--- config.mk ---
export PLATFORM = sky130hd
export DESIGN_NAME = audio_pwm_generator
export DESIGN_NICKNAME = d
export VERILOG_FILES = /design/src/rtl/audio_pwm_generator.sv
export SDC_FILE = /design/constraint.sdc
export NUM_CORES = 1
export LEC_CHECK = 0
export CORE_MARGIN = 10
export CORE_UTILIZATION = 58
export DETAILED_ROUTE_END_ITERATION = 10
export PLACE_DENSITY = 0.83
export SKIP_LAST_GASP = 1
export SLEW_MARGIN = 20
export SYNTH_ARGS = -nofsm -noshare
export SYNTH_HDL_FRONTEND = slang
export SYNTH_SLANG_ARGS = --single-unit
--- constraint.sdc ---
create_clock -name clk -period 2.9 [get_ports clk]
set_clock_uncertainty 0.2 [all_clocks]
set_input_delay 0.29 -clock clk [delete_from_list [all_inputs] [get_ports clk]]
set_output_delay 0.29 -clock clk [all_outputs]
set_load 0.02 [all_outputs]
--- src/rtl/audio_pwm_generator.sv ---
// Purpose : single-bit audio DAC driver; counter PWM by default, first-order delta-sigma
//           when AUDIO_PWM_SIGMA_DELTA_EN is defined.
// Latency : pwm_out is registered, one clock after the counter/accumulator state it reflects.
// Backpressure: none; ena=0 freezes all state and forces pwm_out low.
//
// Ports:
//   clk     - system clock, all state updates on its rising edge
//   rst     - synchronous active-high reset, takes priority over ena
//   ena     - clock enable; state advances only on enabled edges
//   audio   - unsigned offset-binary sample (0 = most negative, 2^(AUDIO_BITS-1) = midscale)
//   pwm_out - registered single-bit modulated output
//
// Build option: define AUDIO_PWM_SIGMA_DELTA_EN to select the delta-sigma modulator.
module audio_pwm_generator #(
    parameter int AUDIO_BITS = 12
) (
    input  logic                  clk,
    input  logic                  rst,
    input  logic                  ena,
    input  logic [AUDIO_BITS-1:0] audio,
    output logic                  pwm_out
);

    localparam logic [AUDIO_BITS-1:0] ONE = {{(AUDIO_BITS-1){1'b0}}, 1'b1};

    logic r_pwm;

`ifdef AUDIO_PWM_SIGMA_DELTA_EN

    // First-order delta-sigma: the carry out of the accumulator is the output bit.
    // Over any 2^AUDIO_BITS enabled cycles with constant audio A, exactly A carries occur.
    logic [AUDIO_BITS-1:0] r_acc;
    logic [AUDIO_BITS:0]   w_sum;

    assign w_sum = {1'b0, r_acc} + {1'b0, audio};

    always_ff @(posedge clk) begin
        if (rst) begin
            r_acc <= '0;
            r_pwm <= 1'b0;
        end else if (ena) begin
            r_acc <= w_sum[AUDIO_BITS-1:0];
            r_pwm <= w_sum[AUDIO_BITS];
        end else begin
            r_pwm <= 1'b0;
        end
    end

`else

    // Counter PWM: duty is captured only on the last count of a period so a sample
    // change mid-period never distorts the period in progress.
    localparam logic [AUDIO_BITS-1:0] CNT_LAST = '1;

    logic [AUDIO_BITS-1:0] r_cnt;
    logic [AUDIO_BITS-1:0] r_duty;
    logic                  w_period_end;
    logic                  w_pwm_next;

    assign w_period_end = (r_cnt == CNT_LAST);
    // Compare uses pre-edge cnt and duty, so high cycles start at the first cycle of a window.
    assign w_pwm_next   = (r_cnt < r_duty);

    always_ff @(posedge clk) begin
        if (rst) begin
            r_cnt  <= '0;
            r_duty <= '0;
            r_pwm  <= 1'b0;
        end else if (ena) begin
            r_cnt <= r_cnt + ONE;
            if (w_period_end) begin
                r_duty <= audio;
            end
            r_pwm <= w_pwm_next;
        end else begin
            // Gated edges hold the period position; output is muted, not stretched.
            r_pwm <= 1'b0;
        end
    end

`endif

    assign pwm_out = r_pwm;

endmodule

==> results.cfg <==
[cts]
h-tree-depth = 1
cts_resized = 0
hold_buffers = 0
cts_tree = built
insertion_delay_ns = 0.32
cts_setup_buffers = 0
cts.reportedPaths.clkPinSlew_ns = 0.14
clk_path_buf_depth = 2
clock_sinks = 25
clock-root-buffer = clkbuf_4
cts_buffers = 3

[routing]
wl_met2_um = 1217
routedWlPerCell_um = 14.38
wl_um = 2646
wl_met3_um = 162
routed-via-count = 1049
drtIter0Drc = 81
drtAntennaViolNets = 0
dr.pass1.iters = 4
drcViolationCount = 0
vias_per_cell = 5.701
wl_met1_um = 1238
highest_layer = met4

[place]
dp.cells = 180
portBuffers = 15
place_congestion = 0.8487
place_area_um2 = 1489
hpwl_um = 1969

[setup_path]
cp-endpoint = r_duty[1]
worstPathRequired_ns = 2.95
crit_path_max_incr_delay_ns = 0.41
timing.rr.end = r_duty[1]
end_kind = flip-flop
start_kind = flip-flop
regToRegSetupSlack_ns = 1.08
crit_path_start = r_cnt[1]
rr_worst_depth = 6
cp_top_family = simple AND/OR/NAND/NOR gates
r2r_start = r_cnt[1]
cp_num_cells = 6
crit_fanout = 24
crit_type = flip-flop to flip-flop
critPathSlowestCell = dfxtp_1
path_cells = ha_1 > nand4_4 > nor4_4 > buf_4 > nand3b_1 > o31ai_1
cp.arrival_ns = 1.87
path_buf_inv = 1

[layout]
syn2layout_area_growth_pct = 13.91
final_layout_size_suffix_gt1_share_pct = 8.974
stdcell_count = 184
nNetsFinal = 184
diodes = 0
post-route-cell-area_um2 = 1516

[synthesis]
synth_edf_count = 0
syn_area_um2 = 1331
ys_seq_elements = 25
synth_area_leaders = dfxtp_1 38%, ha_1 11%, nand3b_1 6.8%, o31ai_1 6.2%, nor2_1 3.9%
synth_top_area_share_pct = 37.59
syn_inst = 141
avgSynthCellArea_um2 = 9.442
synth_nets = 168
synth_cell_types = 33
async_reset_ff_share_pct = 0
ys_warn_count = 0
yosys-top-cells-count = 25 x dfxtp_1, 14 x nor2_1, 12 x ha_1, 12 x nand3b_1
synth_largest_area_cell = dfxtp_1
yosysSeqAreaShare_pct = 37.59
synth.most_common_cell = dfxtp_1
ys.flop_type = dfxtp_1

[power_and_ir_drop]
irDropWorstVdd_v = 0.0002391
p_int_uw = 427.6
p_per_area_nw_per_um2 = 368.5
power_switching_uw = 131.2
leakagePower_uw = 0.0005852
power_frac_comb_pct = 8.6
pwr-share-clk_pct = 28.7
power_frac_seq_pct = 62.7
swShare_pct = 23.48

[sta]
max_freq_ghz = 0.5497
tns_ns = 0
slew_violations = 0
hold_viol = 0
min_period_ns = 1.819
max_slew_margin_pct = 76.79
fin_crit_sh_pct = 62.73
rsz0062_at_grt = no
setup_viol = 0
worst_pin_slew_ns = 0.3477

[global_route]
grt_max_degree = 27
grt_pass1_wl_um = 4616
grt_pass1_vias = 997
antenna_found_initial = 0
grtUsageTotal_pct = 12.85
overflow = 0

[floorplanning]
start_util_pct = 60.77
core_um2 = 2191
fp-row-count = 17
ios = 16
die_w_um = 67.91
dieHeight_um = 67.91
design.die.area_um2 = 4612

[status]
status = finished, final reports clean

[hold_path]
hold_class = flip-flop to flip-flop

[flow_run]
maxCapViolCount = 0
[worst register-to-register path, stage by stage (launching register included)]
cell and delay, ns:
dfxtp_1 0.41, ha_1 0.24, nand4_4 0.17, nor4_4 0.23, buf_4 0.29, nand3b_1 0.13, o31ai_1 0.08
[state kept, by name (all words and copies together) (netlist names)]
signal,cells
r_duty,12
r_cnt,12
pwm_out,1
[metrics by stage]
step / power, uW / setup WS, ns / hold WS (ns) / utilization [%]
final: 558.8 / 1.081 / 0.2895 / 69.22
after global routing: 583.4 / 0.8968 / 0.3085 / 69.22
after CTS: 561.5 / 1.082 / 0.2923 / 69.22
after detailed placement: 405.0 / 0.7649 / 0.2729 / 67.96
after global placement: 402.7 / 0.8358 / 0.2617 / 67.96
after floorplan: 378.4 / 1.216 / 0.2162 / -
[cells by family (layout without fill, tap and decap cells)]
logic type               Yosys count  after routing  share of synthesized area (%)
XOR/XNOR                           8              8                          5.263
multiplexers                       2              2                          1.598
AO/OA/AOI/OAI                     23             23                          11.09
buffers and inverters             18             33                          6.860
adder cells (fa/ha/maj)           12             12                          11.28
flip-flops                        25             25                          37.59
AND/OR/NAND/NOR                   53             53                          26.32
[per-layer routing]
| metal | vias to the layer above | GRT usage, % |
|---|---|---|
| met4 | 0 | 4.020 |
| met2 | 18 | 20.19 |
| met3 | 4 | 3.915 |
| li1 | 539 | - |
| met1 | 488 | 16.51 |
| met5 | - | 0 |
[power groups by stage]
stage	Clock (uW)	Sequential, uW	Combinational (uW)
CTS	163	350	48.4
finish	160	351	48.1
detailed placement	0	358	46.9
floorplan	0	358	20.5
global placement	0	358	44.8
global route	179	351	52.9
[worst min path at each step]
stage	from	endpoint	slack [ns]	cells past startpoint
2_1_floorplan	ena	pwm_out	0.22	2
3_3_place_gp	r_duty[0]	r_duty[0]	0.26	2
3_5_place_dp	r_duty[9]	r_duty[9]	0.27	2
4_1_cts	r_duty[9]	r_duty[9]	0.29	2
5_1_grt	r_duty[9]	r_duty[9]	0.31	2
6_report	r_duty[9]	r_duty[9]	0.29	2
[area by class of cell]
class | count | area [um2]
Clock buffer | 3 | 22.52
Sequential cell | 25 | 500.5
Fill cell | 164 | 674.4
Timing Repair Buffer | 18 | 172.7
Inverter | 11 | 41.29
Clock inverter | 1 | 5.005
Multi-Input combinational cell | 98 | 739.5
Tap cell | 28 | 35.03
[layout by cell type (no fill, tap or decap), types with 2 or more instances in the layout]
cell | synthesis | routed
a21oi_1 | 5 | 5
buf_4 | 0 | 3
clkbuf_4 | 0 | 3
clkdlybuf4s50_1 | 0 | 15
dfxtp_1 | 25 | 25
ha_1 | 12 | 12
inv_1 | 11 | 11
nand2_1 | 5 | 5
nand3_1 | 4 | 4
nand3b_1 | 12 | 12
nand4_1 | 4 | 4
nand4_4 | 2 | 2
nor2_1 | 14 | 14
o21ai_0 | 5 | 5
o31ai_1 | 11 | 11
xnor2_1 | 3 | 3
xor2_1 | 5 | 5
Power figures use the tool's default switching activity.
